$ cat src/rtl/mem_loader.sv
// Boot-time program loader: parses a {base, count} header from a byte stream and
// writes little-endian 32-bit words to memory. Optional check byte: LOADER_CHECKSUM_EN.
module mem_loader #(
  parameter int ADDR_W = 32,
  parameter int DATA_W = 32,
  parameter int CNT_W  = 16
) (
  input  logic              clk,
  input  logic              reset,
  input  logic              start,
  input  logic [7:0]        s_data,
  input  logic              s_valid,
  output logic              s_ready,
  output logic              axi_mem_w,
  output logic [ADDR_W-1:0] axi_mem_addr,
  output logic [DATA_W-1:0] axi_mem_data,
  output logic              busy,
  output logic              cpu_hold,
  output logic              done,
  output logic              err
);

  localparam logic [2:0] S_IDLE  = 3'd0;
  localparam logic [2:0] S_ADDR  = 3'd1;
  localparam logic [2:0] S_COUNT = 3'd2;
  localparam logic [2:0] S_DATA  = 3'd3;
  localparam logic [2:0] S_WRITE = 3'd4;
  localparam logic [2:0] S_FIN   = 3'd5;
`ifdef LOADER_CHECKSUM_EN
  localparam logic [2:0] S_CHK   = 3'd6;
  localparam logic [2:0] S_TAIL  = S_CHK;
`else
  localparam logic [2:0] S_TAIL  = S_FIN;
`endif

  logic [2:0]        state_q, state_d;
  logic [1:0]        byte_cnt_q, byte_cnt_d;
  logic [23:0]       shift_q, shift_d;
  logic [ADDR_W-1:0] base_q, base_d;
  logic [CNT_W-1:0]  n_q, n_d;
  logic [CNT_W-1:0]  k_q, k_d;
  logic [ADDR_W-1:0] addr_q, addr_d;
  logic [DATA_W-1:0] data_q, data_d;
  logic              done_q, done_d;
`ifdef LOADER_CHECKSUM_EN
  logic [7:0]        chk_q, chk_d;
  logic              err_q, err_d;
`endif

  logic        xfer;
  logic        last_byte;
  logic [31:0] word_asm;

  assign s_ready   = (state_q == S_ADDR) || (state_q == S_COUNT) || (state_q == S_DATA)
`ifdef LOADER_CHECKSUM_EN
                   || (state_q == S_CHK)
`endif
                   ;
  assign xfer      = s_valid && s_ready;
  assign last_byte = xfer && (byte_cnt_q == 2'd3);
  // The first three bytes of a field sit in shift_q; the current byte completes it.
  assign word_asm  = {s_data, shift_q};

  always_comb begin
    // NOTE: every next-state signal gets a default here so no path infers a latch.
    state_d    = state_q;
    byte_cnt_d = byte_cnt_q;
    shift_d    = shift_q;
    base_d     = base_q;
    n_d        = n_q;
    k_d        = k_q;
    addr_d     = addr_q;
    data_d     = data_q;
    done_d     = done_q;
`ifdef LOADER_CHECKSUM_EN
    chk_d      = chk_q;
    err_d      = err_q;
`endif
    if (xfer) begin
      shift_d    = {s_data, shift_q[23:8]};
      byte_cnt_d = byte_cnt_q + 2'd1;
    end
    case (state_q)
      S_IDLE: if (start) begin
        done_d     = 1'b0;
        byte_cnt_d = 2'd0;
`ifdef LOADER_CHECKSUM_EN
        err_d      = 1'b0;
        chk_d      = 8'h00;
`endif
        state_d    = S_ADDR;
      end
      S_ADDR: if (last_byte) begin
        base_d  = {word_asm[ADDR_W-1:2], 2'b00};
        state_d = S_COUNT;
      end
      S_COUNT: if (last_byte) begin
        n_d     = word_asm[CNT_W-1:0];
        k_d     = '0;
        state_d = (word_asm[CNT_W-1:0] == '0) ? S_TAIL : S_DATA;
      end
      S_DATA: begin
`ifdef LOADER_CHECKSUM_EN
        if (xfer) chk_d = chk_q ^ s_data;
`endif
        if (last_byte) begin
          addr_d  = base_q + ADDR_W'({k_q, 2'b00});
          data_d  = DATA_W'(word_asm);
          state_d = S_WRITE;
        end
      end
      S_WRITE: begin
        k_d     = k_q + CNT_W'(1);
        state_d = ((k_q + CNT_W'(1)) == n_q) ? S_TAIL : S_DATA;
      end
`ifdef LOADER_CHECKSUM_EN
      S_CHK: if (xfer) begin
        if (s_data != chk_q) err_d = 1'b1;
        state_d = S_FIN;
      end
`endif
      S_FIN: begin
        done_d  = 1'b1;
        state_d = S_IDLE;
      end
      default: state_d = S_IDLE;
    endcase
  end

  // NOTE: state registers use non-blocking assignments so all flops update together.
  always_ff @(posedge clk) begin
    if (reset) begin
      state_q    <= S_IDLE;
      byte_cnt_q <= '0;
      shift_q    <= '0;
      base_q     <= '0;
      n_q        <= '0;
      k_q        <= '0;
      addr_q     <= '0;
      data_q     <= '0;
      done_q     <= 1'b0;
`ifdef LOADER_CHECKSUM_EN
      chk_q      <= '0;
      err_q      <= 1'b0;
`endif
    end else begin
      state_q    <= state_d;
      byte_cnt_q <= byte_cnt_d;
      shift_q    <= shift_d;
      base_q     <= base_d;
      n_q        <= n_d;
      k_q        <= k_d;
      addr_q     <= addr_d;
      data_q     <= data_d;
      done_q     <= done_d;
`ifdef LOADER_CHECKSUM_EN
      chk_q      <= chk_d;
      err_q      <= err_d;
`endif
    end
  end

  assign axi_mem_w    = (state_q == S_WRITE);
  assign axi_mem_addr = addr_q;
  assign axi_mem_data = data_q;
  assign busy         = (state_q != S_IDLE);
  assign cpu_hold     = busy;
  assign done         = done_q;
`ifdef LOADER_CHECKSUM_EN
  assign err          = err_q;
`else
  assign err          = 1'b0;
`endif

endmodule

$ cat config.mk
export PLATFORM = sky130hd
export DESIGN_NAME = mem_loader
export DESIGN_NICKNAME = d
export VERILOG_FILES = /design/src/rtl/mem_loader.sv
export SDC_FILE = /design/constraint.sdc
export NUM_CORES = 1
export LEC_CHECK = 0
export BUFFER_PORTS_ARGS = -buffer_cell sky130_fd_sc_hd__buf_2
export CAP_MARGIN = 20
export CELL_PAD_IN_SITES_DETAIL_PLACEMENT = 2
export CELL_PAD_IN_SITES_GLOBAL_PLACEMENT = 2
export CORE_ASPECT_RATIO = 1.75
export CORE_MARGIN = 2
export CORE_UTILIZATION = 30
export CTS_BUF_LIST = sky130_fd_sc_hd__clkbuf_8
export DETAILED_ROUTE_END_ITERATION = 10
export GPL_ROUTABILITY_DRIVEN = 0
export PLACE_DENSITY_LB_ADDON = 0.1
export SYNTH_ARGS = -nofsm -noshare
export SYNTH_HDL_FRONTEND = slang
export SYNTH_SLANG_ARGS = --single-unit
$ cat constraint.sdc
create_clock -name clk -period 2.7 [get_ports clk]
set_input_delay 0 -clock clk [delete_from_list [all_inputs] [get_ports clk]]
set_output_delay 0 -clock clk [all_outputs]
set_load 0.05 [all_outputs]
Yosys cells after proc, flatten, opt, wreduce, memory -nomap -nowiden
Index checks and enable logic that the tools add are counted.
- register bits: 156
- input bits: 12
- output and inout bits: 70
- word-level logic and storage cells: 52
- add/subtract/negate cells: 3
- eq/ne operators: 11
- mux-type cells: 14
- reduce and logical (&&, ||, !) cells: 15
- operators with widths (cell ; number):
    $add A32 B18 Y32 ; 1
    $pmux W16 S2 ; 1
    $mux W3 ; 6
    $add A16 B1 Y16 const B ; 1
    $eq A16 B16 Y1 ; 1
    $logic_not A16 Y1 ; 1
    $mux W16 ; 1
    $pmux W3 S5 ; 1
    $reduce_and A2 Y1 ; 5
    $ne A2 B2 Y1 const B ; 4
    $eq A3 B2 Y1 const B ; 2
    $eq A3 B3 Y1 const B ; 2
    $mux W2 ; 3
    $reduce_and A4 Y1 ; 1
    $reduce_bool A2 Y1 ; 2
    $eq A3 B1 Y1 const B ; 1
    $logic_not A3 Y1 ; 1
    $reduce_bool A3 Y1 ; 1
    $add A2 B1 Y2 const B ; 1
    $eq A2 B2 Y1 const B ; 1
    $logic_and A1 B1 Y1 ; 2
    $logic_or A1 B1 Y1 ; 2
    $pmux W1 S2 ; 1
    $mux W1 ; 1

Longest topological paths before layout
Gate-level depths: netlist of the first run.
- word-level depth: 7
- gate-level depth with buffers: 9
- gate-level depth less buffers: 9

Least setup slack after synthesis of the first run
No wires, ideal clock.
- path type: reg2reg
- from: reg state_q[0]
- to: reg shift_q[10]
- library setup time: 0.070 ns
- data arrival time: 2.311 ns
- required time: 2.630 ns
- path slack: 0.318 ns
- stages on the path, launching flop included: 9
- buffers on the path: 3
- period minus slack after synthesis: 2.382 ns
- path through: dfxtp_1 -> clkbuf_1 -> nor2_1 -> nor2_1 -> and2_1 -> clkbuf_1 -> clkbuf_1 -> nand2_1 -> a21oi_1
- longest elaborated chain between the ends: 4
- elaborated cells on any way between the ends: 6
- those cells by class: eq/ne: 3; reduce/logical: 3
- ends and longest elaborated chain (element ; RTL line ; text):
    start: declaration ; 36 ; logic [2:0] state_q, state_d;
    start signal: assignment ; 147 ; state_q <= state_d;
    $eq A3 B1 Y1 / $eq A3 B2 Y1 (equally long branches) ; 54 ; assign s_ready = (state_q == S_ADDR) || (state_q == S_COUNT) || (state_q == S_DATA)
    $logic_or A1 B1 Y1 ; 54 ;
    $logic_or A1 B1 Y1 * ; 54 ;
    named net s_ready ; 13 ; output logic s_ready,
    $logic_and A1 B1 Y1 * ; 59 ; assign xfer = s_valid && s_ready;
    end signal: assignment ; 149 ; shift_q <= shift_d;
    end: declaration ; 38 ; logic [23:0] shift_q, shift_d;
The timed path passes the listed nets; every way through them passes the cells marked *.
A chain may end at the register's enable or synchronous reset.

Worst setup path after layout of the first run
- from: reg k_q[1]
- to: reg state_q[1]
- longest elaborated chain between the ends: 4
- ends and longest elaborated chain (element ; RTL line ; text):
    start: declaration ; 41 ; logic [CNT_W-1:0] k_q, k_d;
    start signal: assignment ; 152 ; k_q <= k_d;
    $add A16 B1 Y16 ; 114 ; state_d = ((k_q + CNT_W'(1)) == n_q) ? S_TAIL : S_DATA;
    $eq A16 B16 Y1 ; 114 ;
    $mux W3 ; 114 ;
    $pmux W3 S5 ; 83 ; case (state_q)
Every way passes these cells.

==> results of run 1 <==
## final cells by class
cell class / count / area (um^2) / area share, %
multi-input combinational: 695 / 3800 / 44.4
sequential: 154 / 3090 / 36.0
timing repair buffer: 129 / 848 / 9.90
tap: 308 / 385 / 4.50
clock buffer: 21 / 289 / 3.37
clock inverter: 9 / 121 / 1.42
inverter: 8 / 30.0 / 0.351
antenna: 1 / 2.50 / 0.0292
## cell usage in the layout, fill, tap and decap left out, drive strengths merged, types with 6 or more instances in the layout
cell type	instances
ha	18
dlygate4sd3	9
xnor2	22
a21oi	143
inv	9
nor3	12
or3	6
and3	11
buf	120
nor4	7
o211ai	7
clkbuf	21
xor2	25
a211oi	20
dfxtp	154
o21ai	27
nand2	257
nor2	47
nand3	15
nand4	6
## path summary, 6_finish.rpt
kind,end,slack (ps),cells past startpoint
setup / recovery,state_q[1],60,9
hold reg to reg,axi_mem_addr[6],460,2
setup reg to reg,state_q[1],60,9
hold / removal,axi_mem_data[27],40,2
## kinds of logic after synthesis
| logic type | count (synthesis) | share of synthesized area (%) |
|---|---|---|
| muxes | 2 | 0.295 |
| AOI/OAI and AO/OA | 243 | 20.0 |
| buffers and inverters | 71 | 5.07 |
| xor gates and xnor gates | 47 | 5.71 |
| adders and majority gates | 19 | 3.40 |
| and+or+nand+nor | 381 | 22.8 |
| other | 1 | 0.0520 |
| DFF | 154 | 42.7 |
## synthesized netlist by cell type, drive strengths merged, types with 3 or more instances
cell type / n / area, um^2
a211o: 3 / 26.3
a211oi: 20 / 150
a21o: 5 / 38.8
a21oi: 143 / 723
a22o: 3 / 26.3
a31oi: 3 / 18.8
and2: 3 / 18.8
and3: 11 / 70.1
and4: 4 / 35.0
buf: 14 / 100
clkbuf: 49 / 235
dfxtp: 154 / 3080
ha: 18 / 225
inv: 8 / 30.0
nand2: 257 / 972
nand3: 15 / 75.1
nand3b: 3 / 22.5
nand4: 6 / 43.8
nor2: 47 / 179
nor3: 12 / 65.1
nor4: 7 / 50.1
o2111ai: 3 / 26.3
o211ai: 7 / 52.6
o21a: 3 / 22.5
o21ai: 27 / 135
o21bai: 5 / 37.5
or3: 6 / 38.8
xnor2: 22 / 193
xor2: 25 / 219
## worst max-delay path: cells and delay by family, from the launching register on
family / cells / cell delay (ps)
fa+ha+maj: 1 / 300
simple gates: 4 / 1100
compound gates: 3 / 450
flops: 1 / 490
buf+inv: 1 / 180
## power groups by stage
stage / clock network, mW / registers (mW) / logic [mW]
after global routing: 2.05 / 2.29 / 0.172
after detailed placement: 0 / 2.34 / 0.152
after global placement: 0 / 2.34 / 0.151
after CTS: 1.96 / 2.29 / 0.162
final: 1.90 / 2.29 / 0.158
after floorplan: 0 / 2.34 / 0.0955
## sequential cells by signal, summed over array words and instances (netlist names)
register      count
base_q           30
shift_q          24
axi_mem_data     32
k_q              16
state_q           3
byte_cnt_q        2
axi_mem_addr     30
n_q              16
done              1
## what timing repair did
action / CTS / global route
endpoints found under the hold margin: 28 / 0
hold buffers: 9 / 0
buffers inserted: 0 / 1
resized for setup: 0 / 6
endpoints found under the setup margin: 0 / 16
## per-layer routing
| layer | GRT usage [%] | up-vias |
|---|---|---|
| li1 | - | 3297 |
| met3 | 3.19 | 30 |
| met2 | 42.4 | 75 |
| met1 | 22.8 | 3472 |
| met5 | 0 | - |
| met4 | 8.09 | 0 |
## metrics by stage
step	TNS, ps	instance area [um^2]	setup WS [ps]	utilization (%)	power (mW)
6_report	0	8570	57.4	35.9	4.35
5_1_grt	-7.50	8570	-7.50	35.9	4.51
4_1_cts	0	8530	27.3	35.8	4.41
3_5_place_dp	0	8030	48.4	33.7	2.50
3_3_place_gp	0	8030	113	33.7	2.49
2_1_floorplan	0	7220	318	-	2.43
==> impl_metrics.tcl, run 1 <==
set metrics [dict create \
    post-dp-hpwl_mm 19.5 \
    syn2layout_area_growth_pct 18.8 \
    sw_frac_of_total_pct 23.8 \
    fin_crit_ps 2640 \
    clock_latency_ps 480 \
    netlist_instances 918 \
    start_util_pct 30.3 \
    wirelength_mm 26.8 \
    yosys.cell_types.count 69 \
    nFillCells 2841 \
    crit_slowest_cell "dfxtp_1" \
    top_layer_used "met4" \
    setup_viol 0 \
    dr_wl_met2_mm 15.2 \
    fmax_ghz 0.378 \
    leakage_nw 3.36 \
    cts_tree "yes" \
    startpoint "k_q[1]" \
    clk_pin_slew_ps 90 \
    seq_area_frac_synth_pct 42.7 \
    gr-total-overflow 0 \
    grt_pass1_vias 7274 \
    grt_use_total_pct 21.7 \
    drv_slew 0 \
    routedWlPerCell_um 20.2 \
    irDropWorstVdd_mv 0.423 \
    die_x_um 121 \
    synth_edf_count 0 \
    synthArstFlopShare_pct 0 \
    drt_iter0_drc 274 \
    power.internal_mw 3.31 \
    relSlewSlack_pct 31.1 \
    crit_path_end_kind "register" \
    path_cells "ha_1, nand3_1, buf_12, or4_1, a21boi_1, a221o_1, nand4_1, nor3_1, a21oi_1" \
    fin_worst_skew_ps 13.4 \
    clock-root-buffer "clkbuf_8" \
    vias 6874 \
    ys.flop_type "dfxtp_1" \
    cap_viol_max_count 0 \
    min_period_over_period_pct 97.9 \
    critical_path_required_ps 3060 \
    worstHoldPathType "in2reg" \
    p_per_area_nw_per_um2 507 \
    whs_ps 35.2 \
    cts_buffers 17 \
    nets 1036 \
    grt_max_degree 78 \
    die-area_um2 25300 \
    pwr-share-clk_pct 43.7 \
    dr.pass1.iters 4 \
    crit_path_max_fanout 14 \
    rsz0062_at_grt "true" \
    avgSynthCellArea_um2 7.86 \
    antenna_found_initial 1 \
    status "finished, final reports clean" \
    portBuffers 78 \
    route.detailed.drc 0 \
    seq_power_share_pct 52.7 \
    ios 82 \
    p_switching_mw 1.03 \
    worst-endpoint-arrival_ps 3000 \
    synth_warnings 0 \
    met3_length_um 486 \
    clockBufferDepth 2 \
    routed_via_density 5.19 \
    critical-path-max-stage-delay_ps 490 \
    clkSinkCount 154 \
    r2r_start "k_q[1]" \
    drive_gt1_share_pct 16.9 \
    ys_ff_latch 154 \
    crit_type "reg2reg" \
    stdcell_count 1325 \
    hp-start "reset" \
    h-tree-depth 4 \
    cp-start-kind "register" \
    worstMarginPinSlew_ps 1020 \
    core_region_area_um2 23800 \
    final-hold-violation-count 0 \
    placedCellCount 1284 \
    netlist_area_um2 7210 \
    wl_met1_mm 10.4 \
    rows 75 \
    pwr-share-comb_pct 3.6 \
    grt_pass1_wl_mm 41.5 \
    ant_nets 0 \
    die_y_um 209 \
]
Note: power is estimated with default switching activity, not from simulation.
==> run 2, diff against run 1 <==
- ABC_AREA: unset -> 1
==> run 2 against run 1 <==
Effect of this change:
- register-to-register slack better by 220 ps
- final cell count rose by 9.4%
- combinational power grew to 4.9 times the previous value
- routed wire length rose by 2.6%
- setup slack improved by 220 ps
- utilization fell by 0.42 points
- largest power group unchanged
- total power is 17% higher
- flip-flop and latch count did not move
- first-iteration DRC count fell by 11%
- global-route usage up 0.22 points
- sequential power up 9.2%
- critical path type unchanged
==> impl_metrics.tcl, run 2 <==
set metrics [dict create \
    holdPathStages 3 \
    irDropWorstVdd_mv 0.284 \
    grt_pass1_wl_mm 42.9 \
    p_per_area_nw_per_um2 582 \
    vias 7223 \
    ys.flop_type "dfxtp_1" \
    diodes 0 \
    clock-root-buffer "clkbuf_8" \
    drt_iter0_drc 245 \
    relSlewSlack_pct 48.7 \
    post-dp-hpwl_mm 21.0 \
    crit_path_max_fanout 5 \
    synth_edf_count 0 \
    post_cts_buffers 0 \
    nets 1155 \
    fmax_ghz 0.413 \
    routed_via_density 4.98 \
    yosys.cell_types.count 45 \
    drv_slew 0 \
    worstMarginPinSlew_ps 768 \
    portBuffers 78 \
    synth_warnings 0 \
    endpoint "axi_mem_addr[28]" \
    leakage_nw 3.73 \
    clockBufferDepth 2 \
    rows 76 \
    worst-endpoint-arrival_ps 2820 \
    fin_worst_skew_ps 13.6 \
    startpoint "k_q[0]" \
    crit_type "reg2reg" \
    antenna_found_initial 0 \
    r2r_start "k_q[0]" \
    largest_reg_flops 32 \
    route.detailed.drc 0 \
    synthTopCellsByCount "202 x nand2_1, 154 x dfxtp_1, 148 x a21oi_1, 115 x inv_1, 94 x o21ai_0" \
    critical_path_required_ps 3100 \
    clk_pin_slew_ps 90 \
    fin_crit_ps 2420 \
    avgSynthCellArea_um2 7.17 \
    synth.top_cells.by_area "dfxtp_1 41%, nand2_1 10%, a21oi_1 9.9%" \
    final_common_cell "nand2_1" \
    die-area_um2 26200 \
    finalSetupTns_ps 0 \
    cap_viol_max_count 0 \
    holdBufCountCts 12 \
    yosysMostFrequentCell "nand2_1" \
    r2r_setup_slack_ps 280 \
    post-synth-top-area-cell "dfxtp_1" \
    die_x_um 123 \
    die_y_um 213 \
    layout_common_cells "201 x nand2_1, 154 x dfxtp_1, 148 x a21oi_1" \
    setup_viol 0 \
    synthArstFlopShare_pct 0 \
    cts_resized 0 \
    clock_latency_ps 500 \
    multi_input_area_um2 3700 \
    grt_max_degree 59 \
    ios 82 \
    ys_ff_latch 154 \
    cts_tree "yes" \
    nFillCells 2994 \
    netlist_instances 1043 \
    status "finished, final reports clean" \
    syn2layout_area_growth_pct 16.6 \
    regArea_um2 3080 \
    gr-total-overflow 0 \
    min_period_over_period_pct 89.7 \
    ant_nets 0 \
    cts_buffers 17 \
    netlist_area_um2 7480 \
    power.total_mw 5.07 \
    postPlaceCellArea_um2 8200 \
    dr.pass1.iters 4 \
    crit_path_end_kind "register" \
    synth.top_cell.area_share_pct 41.2 \
    final_area_um2 8710 \
    grt_pass1_vias 7753 \
    final-hold-violation-count 0 \
    wirelength_mm 27.5 \
    drive_gt1_share_pct 14.4 \
    routedWlPerCell_um 18.9 \
    seq_area_frac_synth_pct 41.2 \
    core_region_area_um2 24500 \
    rr_endpoint "axi_mem_addr[28]" \
    clkSinkCount 154 \
    h-tree-depth 4 \
    grt_use_total_pct 21.9 \
    cp-start-kind "register" \
    reg2reg_depth 13 \
    start_util_pct 30.5 \
    worstHoldPathType "in2reg" \
    rsz0062_at_grt "false" \
]
-- run 2: cells by family (layout without fill, tap and decap cells) --
kind of cell             count (synthesis)  in the layout  synth area share (%)
AND/OR/NAND/NOR                        394            394                  22.8
buffers and inverters                  169            261                  9.41
flip-flops                             154            154                  41.2
other                                    1              3                0.0502
adder cells (fa/ha/maj)                 19             19                  3.28
XOR/XNOR                                22             22                  2.78
AO/OA/AOI/OAI                          284            284                  20.4
-- run 2: layout make-up --
cell class / count / area share [%]
multi-input cells: 722 / 42.5
flip-flops and latches: 154 / 35.4
repair buffers: 109 / 7.93
inverters: 120 / 5.23
well taps: 312 / 4.48
clock buffers: 22 / 3.47
clock inverters: 10 / 1.06
-- run 2: worst min-delay path by stage --
stage                                  end  slack (ps)  startpoint
after floorplan           axi_mem_data[24]         140   s_data[0]
after global placement         shift_q[22]         290   s_data[6]
after detailed placement  axi_mem_data[31]         300   s_data[7]
after CTS                       state_q[0]         130       reset
after global routing                  done         160       reset
final                                 done         150       reset
-- run 2: worst max-delay path, stage by stage (launching register included) --
cell and delay [ps]:
dfxtp_1 380, ha_1 290, fa_1 260, nand3_1 80
nand2_1 130, a21oi_2 100, o21ai_2 310, nand2_1 110
nand2_2 120, nand3_2 120, nor2_1 150, nor2_1 60
o21bai_1 140, inv_1 50
-- run 2: through the flow --
stage | utilization [%] | setup WS, ps | std cells | hold slack [ps]
final | 35.5 | 278 | 1449 | 149
after global routing | 35.5 | 58.4 | 1449 | 156
after CTS | 35.5 | 243 | 1449 | 127
after detailed placement | 33.4 | 315 | 1405 | 302
after global placement | 33.4 | 380 | 1405 | 292
after floorplan | - | 599 | 1045 | 143
-- run 2: where the power goes --
part	total [mW]	leakage [nW]	internal, mW	switching (mW)
Clock	1.80	0.204	0.849	0.953
Sequential	2.50	1.24	2.38	0.119
Combinational	0.768	2.28	0.203	0.565
Total	5.07	3.73	3.44	1.64
-- run 2: per-layer routing --
layer / part of all wire [%] / up-vias / track usage, %
met5: 0 / - / 0
met4: 3.3 / 0 / 9.76
met3: 1.3 / 35 / 2.86
met2: 58 / 73 / 43.3
met1: 37 / 3550 / 22.0
li1: - / 3565 / -
==> run 3, diff against run 2 <==
- CAP_MARGIN: 20 -> 15
- CORE_ASPECT_RATIO: 1.75 -> unset
==> run 3 against run 2 <==
Effect of this change:
- sequential power barely moved
- critical endpoint is now axi_mem_addr[19]
- clock skew rose by 7.5 ps
- setup slack improved by 41 ps
- die area fell by 0.19%
- combinational power fell by 1%
- fmax rose by 1.7%
- routed wire length fell by 6.9%
- count of clock-buffer cells in the layout fell by 5
- total power rose by 1.3%
- flip-flop and latch count did not move
==> impl_metrics.tcl, run 3 (same netlist as run 2, synthesis figures left out) <==
set metrics [dict create \
    grt_pass1_wl_mm 41.4 \
    ios 82 \
    final-hold-violation-count 0 \
    crit_path_end_kind "register" \
    startpoint "k_q[2]" \
    syn2layout_area_growth_pct 16.9 \
    critical_path_required_ps 3070 \
    crit_path_frequent_cell "nor2_1" \
    power.total_mw 5.14 \
    gr-total-overflow 0 \
    leakage_nw 3.73 \
    start_util_pct 30.7 \
    clockBufferDepth 2 \
    routed_via_density 4.92 \
    r2r_start "k_q[2]" \
    cts_tree "yes" \
    clk_pin_slew_ps 100 \
    dr.pass1.iters 4 \
    cp-start-kind "register" \
    setup_viol 0 \
    rr_endpoint "axi_mem_addr[19]" \
    vias 7197 \
    drive_gt1_share_pct 14.6 \
    reg2reg_depth 11 \
    diodes 0 \
    routedWlPerCell_um 17.5 \
    portBuffers 78 \
    layout_common_cells "201 x nand2_1, 154 x dfxtp_1, 148 x a21oi_1" \
    crit_path_max_fanout 7 \
    critical-path-max-stage-delay_ps 490 \
    core_region_area_um2 24400 \
    cts_buffers 17 \
    cap_viol_max_count 0 \
    grt_max_degree 59 \
    worst-endpoint-arrival_ps 2750 \
    path_cells "ha_1, a21oi_1, nand2_1, nand3_1, a21oi_1, nor2_1, nor2_1, nor2_1, xnor2_1, o21bai_1, inv_1" \
    h-tree-depth 4 \
    crit_family "simple AND/OR/NAND/NOR gates" \
    worstMarginPinSlew_ps 739 \
    grt_pass1_vias 7498 \
    p_per_area_nw_per_um2 588 \
    holdBufCountCts 13 \
    clock-root-buffer "clkbuf_8" \
    crit_buf_inv 1 \
    wirelength_mm 25.6 \
    antenna_found_initial 0 \
    nets 1156 \
    status "finished, final reports clean" \
    largest_reg_flops 32 \
    worstHoldPathType "in2reg" \
    relSlewSlack_pct 50.7 \
    route.detailed.drc 0 \
    r2r_setup_slack_ps 320 \
    rows 57 \
    crit_slowest_cell "dfxtp_1" \
    fin_crit_ps 2380 \
    die_x_um 162 \
    post_cts_buffers 0 \
    crit_type "reg2reg" \
    ant_nets 0 \
    fmax_ghz 0.420 \
    drt_iter0_drc 270 \
    drv_slew 0 \
    cts_resized 0 \
    die-area_um2 26200 \
    cp_num_cells 11 \
    die_y_um 162 \
    clkSinkCount 154 \
    min_period_over_period_pct 88.2 \
    rsz0062_at_grt "false" \
    endpoint "axi_mem_addr[19]" \
    post-dp-hpwl_mm 19.1 \
    irDropWorstVdd_mv 0.533 \
    fin_worst_skew_ps 21.1 \
    clock_latency_ps 470 \
    finalSetupTns_ps 0 \
    final_common_cell "nand2_1" \
    grt_use_total_pct 20.1 \
]
==> run 3: changes by cell type in the layout (fill, tap and decap cells not counted), moves of 2 or more <==
cell	previous run	this run
clkbuf_8	22	17
inv_6	1	3
inv_1	116	114
clkinv_8	0	2
clkinv_4	3	0
inv_8	0	6
==> run 3: worst reg2reg max path: stages (launching register included) <==
cell and delay, ps:
dfxtp_1 490, ha_1 360, a21oi_1 230, nand2_1 190, nand3_1 170, a21oi_1 80, nor2_1 220, nor2_1 70
nor2_1 170, xnor2_1 130, o21bai_1 160, inv_1 50
==> run 3: where the power goes <==
part	total, mW	internal [mW]	switching (mW)	leakage (nW)
clock network	1.87	0.787	1.08	0.204
registers	2.51	2.39	0.127	1.24
logic	0.760	0.203	0.557	2.28
==> run 3: worst min-delay path by stage <==
stage                          from          endpoint  cells past startpoint
after global placement    s_data[5]       shift_q[21]                      3
final                         reset   axi_mem_data[7]                      5
after CTS                     reset        state_q[0]                      5
after floorplan           s_data[0]  axi_mem_data[24]                      2
after global routing          reset   axi_mem_data[1]                      5
after detailed placement  s_data[5]       shift_q[21]                      3
==> run 3: stage by stage <==
| stage | util [%] | hold slack [ps] | setup slack (ps) | area [um^2] | std cells |
|---|---|---|---|---|---|
| 6_report | 35.8 | 103 | 319 | 8740 | 1462 |
| 5_1_grt | 35.8 | 114 | 125 | 8740 | 1462 |
| 4_1_cts | 35.8 | 68.3 | 295 | 8740 | 1462 |
| 3_5_place_dp | 33.6 | 290 | 298 | 8200 | 1417 |
| 3_3_place_gp | 33.6 | 283 | 315 | 8200 | 1417 |
| 2_1_floorplan | - | 143 | 599 | 7480 | 1045 |
==> run 3: final cells by class <==
cell class / count / area, um^2
flip-flops and latches: 154 / 3080
well taps: 324 / 405
repair buffers: 110 / 688
inverters: 120 / 455
clock buffers: 17 / 234
fillers: 2936 / 15600
multi-input cells: 722 / 3700
clock inverters: 15 / 176
==> run 3: metal layers <==
layer | track usage (%) | vias up | routed length, um
li1 | - | 3570 | -
met1 | 28.9 | 3529 | 13200
met2 | 32.3 | 85 | 11600
met3 | 2.55 | 13 | 531
met4 | 4.34 | 0 | 181
met5 | 0 | - | 0
